`config.mk`:
```
export PLATFORM = sky130hd
export DESIGN_NAME = multicycle_fsm_flat
export DESIGN_NICKNAME = d
export VERILOG_FILES = /design/src/rtl/multicycle_fsm_if.sv /design/src/rtl/multicycle_fsm.sv /design/src/flat_wrapper.sv
export SDC_FILE = /design/constraint.sdc
export NUM_CORES = 1
export LEC_CHECK = 0
export ABC_AREA = 1
export BUFFER_PORTS_ARGS = -buffer_cell sky130_fd_sc_hd__buf_2
export CAP_MARGIN = 10
export CORE_MARGIN = 4
export CORE_UTILIZATION = 41
export CTS_BUF_LIST = sky130_fd_sc_hd__clkbuf_4
export DETAILED_ROUTE_END_ITERATION = 16
export GPL_TIMING_DRIVEN = 1
export PLACE_DENSITY_LB_ADDON = 0.25
export SYNTH_ARGS = -nofsm -noshare
export SYNTH_HDL_FRONTEND = slang
export SYNTH_SLANG_ARGS = --single-unit
```
`constraint.sdc`:
```
create_clock -name clk -period 1.33 [get_ports clk]
set_input_delay 0.3325 -clock clk [delete_from_list [all_inputs] [get_ports clk]]
set_output_delay 0.3325 -clock clk [all_outputs]
set_load 0.05 [all_outputs]
```
`src/rtl/multicycle_fsm_if.sv`:
```
// Control bundle between the multicycle control FSM and the datapath/memory.
// The FSM side takes the master modport; the datapath side takes the slave modport.
interface multicycle_fsm_if;
  logic [5:0] opcode;
  logic [5:0] funct;
  logic       zero;
  logic       memready;
  logic       pcwe;
  logic       irwe;
  logic       awe;
  logic       bwe;
  logic       aluoutwe;
  logic       mdrwe;
  logic       regwe;
  logic       memwe;
  logic       iord;
  logic       alusrca;
  logic [1:0] alusrcb;
  logic [1:0] aluop;
  logic [1:0] pcsrc;
  logic [1:0] regdst;
  logic [1:0] wbsel;
  logic [3:0] state;
  logic       illegal;

  modport master (
    input  opcode, funct, zero, memready,
    output pcwe, irwe, awe, bwe, aluoutwe, mdrwe, regwe, memwe,
    output iord, alusrca, alusrcb, aluop, pcsrc, regdst, wbsel, state, illegal
  );

  modport slave (
    output opcode, funct, zero, memready,
    input  pcwe, irwe, awe, bwe, aluoutwe, mdrwe, regwe, memwe,
    input  iord, alusrca, alusrcb, aluop, pcsrc, regdst, wbsel, state, illegal
  );
endinterface

```
`src/rtl/multicycle_fsm.sv`:
```
// Control FSM for the multicycle CPU: one state per cycle, sequencing datapath
// register enables and mux selects, stalling on memready, halting on bad opcodes.
module multicycle_fsm (
  input  logic             clk,
  input  logic             resetn,
  multicycle_fsm_if.master bus
);

  localparam logic [5:0] OP_R    = 6'h00;
  localparam logic [5:0] OP_J    = 6'h02;
  localparam logic [5:0] OP_JAL  = 6'h03;
  localparam logic [5:0] OP_BEQ  = 6'h04;
  localparam logic [5:0] OP_BNE  = 6'h05;
  localparam logic [5:0] OP_ADDI = 6'h08;
  localparam logic [5:0] OP_LW   = 6'h23;
  localparam logic [5:0] OP_SW   = 6'h2B;

  localparam logic [5:0] FN_JR   = 6'h08;
  localparam logic [5:0] FN_ADD  = 6'h20;
  localparam logic [5:0] FN_SUB  = 6'h22;
  localparam logic [5:0] FN_SLT  = 6'h2A;

  localparam logic [1:0] ALU_ADD = 2'b00;
  localparam logic [1:0] ALU_SUB = 2'b01;
  localparam logic [1:0] ALU_SLT = 2'b10;

  typedef enum logic [3:0] {
    FETCH    = 4'd0,
    DECODE   = 4'd1,
    EXEC_R   = 4'd2,
    EXEC_I   = 4'd3,
    MEMADDR  = 4'd4,
    MEMREAD  = 4'd5,
    MEMWRITE = 4'd6,
    WB_R     = 4'd7,
    WB_I     = 4'd8,
    WB_MEM   = 4'd9,
    BRANCH   = 4'd10,
    JUMP     = 4'd11,
    HALT     = 4'd12
  } state_t;

  state_t     state_q, state_d;

  logic       pcwe, irwe, awe, bwe, aluoutwe, mdrwe, regwe, memwe;
  logic       iord, alusrca, illegal;
  logic [1:0] alusrcb, aluop, pcsrc, regdst, wbsel;
  logic       is_r_alu;

  assign is_r_alu = (bus.opcode == OP_R) &&
                    ((bus.funct == FN_ADD) || (bus.funct == FN_SUB) || (bus.funct == FN_SLT));

  always_ff @(posedge clk or negedge resetn) begin
    if (!resetn) state_q <= FETCH;
    else         state_q <= state_d;
  end

  // Next state and outputs; everything is held at zero while reset is asserted.
  always_comb begin
    state_d  = state_q;
    pcwe     = 1'b0;
    irwe     = 1'b0;
    awe      = 1'b0;
    bwe      = 1'b0;
    aluoutwe = 1'b0;
    mdrwe    = 1'b0;
    regwe    = 1'b0;
    memwe    = 1'b0;
    iord     = 1'b0;
    alusrca  = 1'b0;
    alusrcb  = 2'b00;
    aluop    = ALU_ADD;
    pcsrc    = 2'b00;
    regdst   = 2'b00;
    wbsel    = 2'b00;
    illegal  = 1'b0;

    if (resetn) begin
      case (state_q)
        FETCH: begin
          alusrcb = 2'b01;
          irwe    = bus.memready;
          pcwe    = bus.memready;
          if (bus.memready) state_d = DECODE;
        end
        DECODE: begin
          awe      = 1'b1;
          bwe      = 1'b1;
          aluoutwe = 1'b1;
          alusrcb  = 2'b11;
          if (is_r_alu)                                         state_d = EXEC_R;
          else if ((bus.opcode == OP_R) && (bus.funct == FN_JR)) state_d = JUMP;
          else if (bus.opcode == OP_ADDI)                         state_d = EXEC_I;
          else if ((bus.opcode == OP_LW) || (bus.opcode == OP_SW)) state_d = MEMADDR;
          else if ((bus.opcode == OP_BEQ) || (bus.opcode == OP_BNE)) state_d = BRANCH;
          else if ((bus.opcode == OP_J) || (bus.opcode == OP_JAL)) state_d = JUMP;
          else                                                    state_d = HALT;
        end
        EXEC_R: begin
          alusrca  = 1'b1;
          aluoutwe = 1'b1;
          case (bus.funct)
            FN_SUB:  aluop = ALU_SUB;
            FN_SLT:  aluop = ALU_SLT;
            default: aluop = ALU_ADD;
          endcase
          state_d = WB_R;
        end
        WB_R: begin
          regwe   = 1'b1;
          regdst  = 2'b01;
          state_d = FETCH;
        end
        EXEC_I: begin
          alusrca  = 1'b1;
          alusrcb  = 2'b10;
          aluoutwe = 1'b1;
          state_d  = WB_I;
        end
        WB_I: begin
          regwe   = 1'b1;
          state_d = FETCH;
        end
        MEMADDR: begin
          alusrca  = 1'b1;
          alusrcb  = 2'b10;
          aluoutwe = 1'b1;
          state_d  = (bus.opcode == OP_SW) ? MEMWRITE : MEMREAD;
        end
        MEMREAD: begin
          iord  = 1'b1;
          mdrwe = bus.memready;
          if (bus.memready) state_d = WB_MEM;
        end
        MEMWRITE: begin
          iord  = 1'b1;
          memwe = 1'b1;
          if (bus.memready) state_d = FETCH;
        end
        WB_MEM: begin
          regwe   = 1'b1;
          wbsel   = 2'b01;
          state_d = FETCH;
        end
        BRANCH: begin
          alusrca = 1'b1;
          aluop   = ALU_SUB;
          pcsrc   = 2'b01;
          pcwe    = (bus.opcode == OP_BNE) ? ~bus.zero : bus.zero;
          state_d = FETCH;
        end
        JUMP: begin
          pcwe = 1'b1;
          if (bus.opcode == OP_R) begin
            pcsrc = 2'b11;
          end else begin
            pcsrc = 2'b10;
            if (bus.opcode == OP_JAL) begin
              regwe  = 1'b1;
              regdst = 2'b10;
              wbsel  = 2'b10;
            end
          end
          state_d = FETCH;
        end
        HALT: begin
          illegal = 1'b1;
        end
        default: state_d = HALT;
      endcase
    end
  end

  assign bus.pcwe     = pcwe;
  assign bus.irwe     = irwe;
  assign bus.awe      = awe;
  assign bus.bwe      = bwe;
  assign bus.aluoutwe = aluoutwe;
  assign bus.mdrwe    = mdrwe;
  assign bus.regwe    = regwe;
  assign bus.memwe    = memwe;
  assign bus.iord     = iord;
  assign bus.alusrca  = alusrca;
  assign bus.alusrcb  = alusrcb;
  assign bus.aluop    = aluop;
  assign bus.pcsrc    = pcsrc;
  assign bus.regdst   = regdst;
  assign bus.wbsel    = wbsel;
  assign bus.state    = state_q;
  assign bus.illegal  = illegal;

endmodule

```
`src/flat_wrapper.sv`:
```
// flat-port wrapper written by rule: the top's interface ports become plain ports
module multicycle_fsm_flat 
  (clk, resetn, bus_opcode, bus_funct, bus_zero, bus_memready, bus_pcwe, bus_irwe, bus_awe, bus_bwe, bus_aluoutwe, bus_mdrwe, bus_regwe, bus_memwe, bus_iord, bus_alusrca, bus_alusrcb, bus_aluop, bus_pcsrc, bus_regdst, bus_wbsel, bus_state, bus_illegal);
  multicycle_fsm_if bus_i ();
  input  logic clk;
  input  logic resetn;
  input wire logic [$bits(bus_i.opcode)-1:0] bus_opcode;
  input wire logic [$bits(bus_i.funct)-1:0] bus_funct;
  input wire logic [$bits(bus_i.zero)-1:0] bus_zero;
  input wire logic [$bits(bus_i.memready)-1:0] bus_memready;
  output wire logic [$bits(bus_i.pcwe)-1:0] bus_pcwe;
  output wire logic [$bits(bus_i.irwe)-1:0] bus_irwe;
  output wire logic [$bits(bus_i.awe)-1:0] bus_awe;
  output wire logic [$bits(bus_i.bwe)-1:0] bus_bwe;
  output wire logic [$bits(bus_i.aluoutwe)-1:0] bus_aluoutwe;
  output wire logic [$bits(bus_i.mdrwe)-1:0] bus_mdrwe;
  output wire logic [$bits(bus_i.regwe)-1:0] bus_regwe;
  output wire logic [$bits(bus_i.memwe)-1:0] bus_memwe;
  output wire logic [$bits(bus_i.iord)-1:0] bus_iord;
  output wire logic [$bits(bus_i.alusrca)-1:0] bus_alusrca;
  output wire logic [$bits(bus_i.alusrcb)-1:0] bus_alusrcb;
  output wire logic [$bits(bus_i.aluop)-1:0] bus_aluop;
  output wire logic [$bits(bus_i.pcsrc)-1:0] bus_pcsrc;
  output wire logic [$bits(bus_i.regdst)-1:0] bus_regdst;
  output wire logic [$bits(bus_i.wbsel)-1:0] bus_wbsel;
  output wire logic [$bits(bus_i.state)-1:0] bus_state;
  output wire logic [$bits(bus_i.illegal)-1:0] bus_illegal;
  assign bus_i.opcode = bus_opcode;
  assign bus_i.funct = bus_funct;
  assign bus_i.zero = bus_zero;
  assign bus_i.memready = bus_memready;
  assign bus_pcwe = bus_i.pcwe;
  assign bus_irwe = bus_i.irwe;
  assign bus_awe = bus_i.awe;
  assign bus_bwe = bus_i.bwe;
  assign bus_aluoutwe = bus_i.aluoutwe;
  assign bus_mdrwe = bus_i.mdrwe;
  assign bus_regwe = bus_i.regwe;
  assign bus_memwe = bus_i.memwe;
  assign bus_iord = bus_i.iord;
  assign bus_alusrca = bus_i.alusrca;
  assign bus_alusrcb = bus_i.alusrcb;
  assign bus_aluop = bus_i.aluop;
  assign bus_pcsrc = bus_i.pcsrc;
  assign bus_regdst = bus_i.regdst;
  assign bus_wbsel = bus_i.wbsel;
  assign bus_state = bus_i.state;
  assign bus_illegal = bus_i.illegal;
  multicycle_fsm u_core (.clk(clk), .resetn(resetn), .bus(bus_i));
endmodule
```
==> results.md, run 1 <==
* CTS sink cnt at 4
* Post-DP Area at 1410 um^2
* Mapped Cells at 145
* Number of buffers created by CTS at 3
* Tool error: [ERROR DPL-0038] Utilization greater than 100%, impossible to legalize
* Status: did not finish
* Asr flop ratio synth at 100%
* Synthesis-stage register bit count at 4
* Cts repair resizes at 90
* Top FF cell, synth: dfrtp_1
* Setup WS pre-CTS at -0.511 ns
* DP Wirelength at 2.73 mm
* PortBufs at 40
* Dpl cells at 232
* Boundary Pins at 41
* Gpl congestion at 0.900
* Fail Step: clock tree synthesis (4_1_cts)
* Synth Net Count at 161
* Number of flops mapped to enable cells by yosys at 0
* Die Y-Extent at 49.9 um
* Cts hold-fix bufs at 0
* Setup Buffers After CTS at 8
* Htree depth at 1
* Mapped Area at 721 um^2
* Avg Inst Size Synth at 4.97 um^2
* Ys Warns at 0
* Cell row count at 14
* Clock root buffer: clkbuf_4
* Yosys cell types at 23
* Sequential area share after synthesis at 13.9%
* Max clock buf depth at 2
* Starting Density at 45.7%
* DIE WIDTH at 49.9 um
-- cell usage after synthesis, types with 2 or more instances --
master / count / area share [%]
inv_1: 25 / 13
o21ai_0: 4 / 2.8
nand3b_1: 2 / 2.1
dfrtp_1: 4 / 14
nor3_1: 5 / 3.5
nor2_1: 38 / 20
a21oi_1: 7 / 4.9
nand2_1: 28 / 15
inv_2: 4 / 2.1
nor2_2: 5 / 4.3
a31oi_1: 2 / 1.7
nand4_1: 2 / 1.7
nand3_1: 9 / 6.2
-- through the flow --
step                TNS [ns]  hold slack, ns
detailed placement     -8.31           0.312
global placement       -7.16           0.315
floorplan              -8.79          0.0369
-- cell families after synthesis --
family / synth area share, %
simple gates: 56.4
compound gates: 12.5
buf+inv: 17.2
flops: 13.9
==> run 2: changes to the inputs <==
--- a/config.mk
+++ b/config.mk
@@ -8,12 +8,11 @@
 export ABC_AREA = 1
 export BUFFER_PORTS_ARGS = -buffer_cell sky130_fd_sc_hd__buf_2
 export CAP_MARGIN = 10
-export CORE_MARGIN = 4
-export CORE_UTILIZATION = 41
-export CTS_BUF_LIST = sky130_fd_sc_hd__clkbuf_4
+export CORE_AREA = 4 4 65 67
 export DETAILED_ROUTE_END_ITERATION = 16
+export DIE_AREA = 0 0 69 71
 export GPL_TIMING_DRIVEN = 1
-export PLACE_DENSITY_LB_ADDON = 0.25
+export PLACE_DENSITY_LB_ADDON = 0.15
 export SYNTH_ARGS = -nofsm -noshare
 export SYNTH_HDL_FRONTEND = slang
 export SYNTH_SLANG_ARGS = --single-unit
==> constraint.sdc (replaced) <==
create_clock -name clk -period 1.7 [get_ports clk]
set_input_delay 0.425 -clock clk [delete_from_list [all_inputs] [get_ports clk]]
set_output_delay 0.425 -clock clk [all_outputs]
set_load 0.05 [all_outputs]
==> run 2 against run 1 <==
The flow now finishes, with violations (setup timing); synthesized cell count unchanged; area after synthesis unchanged.
==> results.md, run 2 <==
* Status: finished with violations
* Failing checks: setup timing
* Final Worst Setup Slack at -0.304 ns
* Number of buffers created by CTS at 3
* Clock root buffer: clkbuf_8
* Most frequent cells in the layout: buf_4, nand2_1, nor2_1, buf_6, buf_2
* P_leak at 0.000878 uW
* Die Y-Extent at 71 um
* DP Wirelength at 2.48 mm
* Global route overflow at 0
* Cts hold-fix bufs at 0
* Worst Skew at 0.00600 ns
* Sequential area share after synthesis at 13.9%
* ANT cells at 0
* Ys Warns at 0
* Hold Vio Cnt, Final at 0
* Most common library cells after synthesis: nor2_1, nand2_1, inv_1
* Number of flops mapped to enable cells by yosys at 0
* Relative slew slack at 82.5%
* Arrival time worst endpoint at 1.58 ns
* DRT Wirelength at 2.99 mm
* Yosys cell types at 23
* Boundary Pins at 41
* Crit end category: primary output
* Max Cap Viol at 0
* Global-route wire length before repair at 4.77 mm
* Die area at 4900 um^2
* Crit path launch type: flop
* Setup CP Type: reg -> out
* Max Freq at 499 MHz
* Worst hold path class: in -> async
* Critical Path RT at 1.27 ns
* PortBufs at 40
* Max FFs per register at 4
* Top-count cell post-synth: nor2_1
* First-pass detailed-route iteration total at 4
* Share of power burned in the clock network at 9.4%
* Post-DP Area at 1430 um^2
* Area Growth Syn to Fin at 152%
* Finish-stage setup viols at 21
* Via count at 1162
* Initial antenna violation count at 0
* RSZ-0062 raised after global routing: yes
* Fillers at 363
* Max clock buf depth at 2
* R2R depth at 12
* Reg clk slew, reported paths at 0.03 ns
* Commonest non-fill, non-tap cell in the layout: buf_4
* Avg Inst Size Synth at 4.97 um^2
* Share of the synthesized area in the top cell type at 19.8%
* Slew Viols, Final at 0
* CTS tree: yes
* Int Pwr at 1030 uW
* Final Instance Area at 1810 um^2
* Layout cell share with drive strength beyond 1 at 66.4%
* Synthesis-stage register bit count at 4
* Logic pwr share at 81.3%
* Dpl cells at 265
* DIE WIDTH at 69 um
* Number of routed nets with antenna violations at 0
* Area leader, netlist: nor2_1
* Gpl congestion at 0.853
* Cell row count at 22
* Switching power at 1150 uW
* Top post-synthesis cells by area: nor2_1, nand2_1, dfrtp_1
* Wire per inst at 10.8 um
* Largest net degree at the start of global routing at 16
* Number of global-route vias before repair at 1114
* Fin nets at 247
* Htree depth at 1
* Mapped Area at 721 um^2
* Asr flop ratio synth at 100%
* Sequential power share at 9.3%
* Top FF cell, synth: dfrtp_1
* Period Utilization, post-route at 118%
* PD cells at 1200 nW/um^2
* GRT Util Overall at 11.8%
* Mapped Cells at 145
* Sw Ratio at 52.6%
* Drt first-iter violations at 52
* Finished Layout Cells at 277
* Vias/cell at 4.19
* Hold Slack at 0.198 ns
* Starting Density at 19.8%
* Worst-Skew Late Latency at 0.22 ns
* Residual DRC at 0
* Core area at 3630 um^2
* Worst slew pin tran at 0.262 ns
* CTS sink cnt at 4
* Final min period at 2.00 ns
* Worst vdd rail ir drop at 0.437 mV
* Synth Net Count at 161
* Crit Path Max Fanout at 4
run 2: cell counts after synthesis:
Identical to the previous run, type by type.
run 2: final timing paths:
kind | to | startpoint | slack [ns]
setup reg to reg | u_core.bus.state[3] | u_core.bus.state[2] | 0.11
setup / recovery | bus_pcwe | u_core.bus.state[2] | -0.30
max in group asynchronous | u_core.bus.state[0] | resetn | 1.38
min in group clk | u_core.bus.state[2] | u_core.bus.state[2] | 0.69
hold / removal | u_core.bus.state[1] | resetn | 0.20
hold reg to reg | u_core.bus.state[2] | u_core.bus.state[2] | 0.69
run 2: cell families (layout without fill, tap and decap cells):
family	count (synthesis)	count (layout)	share of synthesized area (%)
AO/OA/AOI/OAI	16	16	12.5
buffers and inverters	32	116	17.2
flip-flops	4	4	13.9
AND/OR/NAND/NOR	93	93	56.4
run 2: final cells by class:
cell class | count | area, um^2 | share of cell area, %
clock buffers | 3 | 41.3 | 2.28
inverters | 30 | 119 | 6.55
multi-input cells | 109 | 796 | 43.9
flip-flops and latches | 4 | 105 | 5.79
well taps | 48 | 60.1 | 3.31
repair buffers | 83 | 693 | 38.2
run 2: power by group through the flow:
stage	sequential, uW	combinational (uW)	clock [uW]
floorplan	310	754	0
global placement	183	1370	0
detailed placement	187	1380	0
CTS	202	1720	214
global route	205	1890	221
finish	202	1770	206
run 2: stage by stage:
step / setup slack (ns) / setup TNS [ns] / utilization (%) / total power [uW]
2_1_floorplan: -0.287 / -3.10 / - / 1060
3_3_place_gp: -0.333 / -2.23 / 39.4 / 1560
3_5_place_dp: -0.351 / -2.41 / 39.4 / 1570
4_1_cts: -0.315 / -4.05 / 48.0 / 2140
5_1_grt: -0.374 / -5.07 / 49.9 / 2320
6_report: -0.304 / -3.77 / 49.9 / 2180
run 2: worst max-delay path: stages, from the launching register on:
cell,delay (ns)
dfrtp_2,0.44
nor2_4,0.13
inv_2,0.06
buf_4,0.16
nor2_4,0.14
nand2_4,0.08
a31oi_4,0.18
buf_6,0.17
run 2: repair_timing:
item                                    CTS  global route
cloned                                    0             0
pin swaps                                11             6
endpoints found under the hold margin     0             0
endpoints found under the setup margin   21            25
gates resized for setup                  71            14
buffers inserted                          8             2
run 2: metal layers:
| metal | wire length (um) | GRT usage [%] |
|---|---|---|
| met1 | 1220 | 13.1 |
| met2 | 1640 | 23.0 |
| met3 | 82 | 1.14 |
| met4 | 51 | 4.56 |
| met5 | 0 | 0 |
Note: power is estimated with default switching activity, not from simulation.
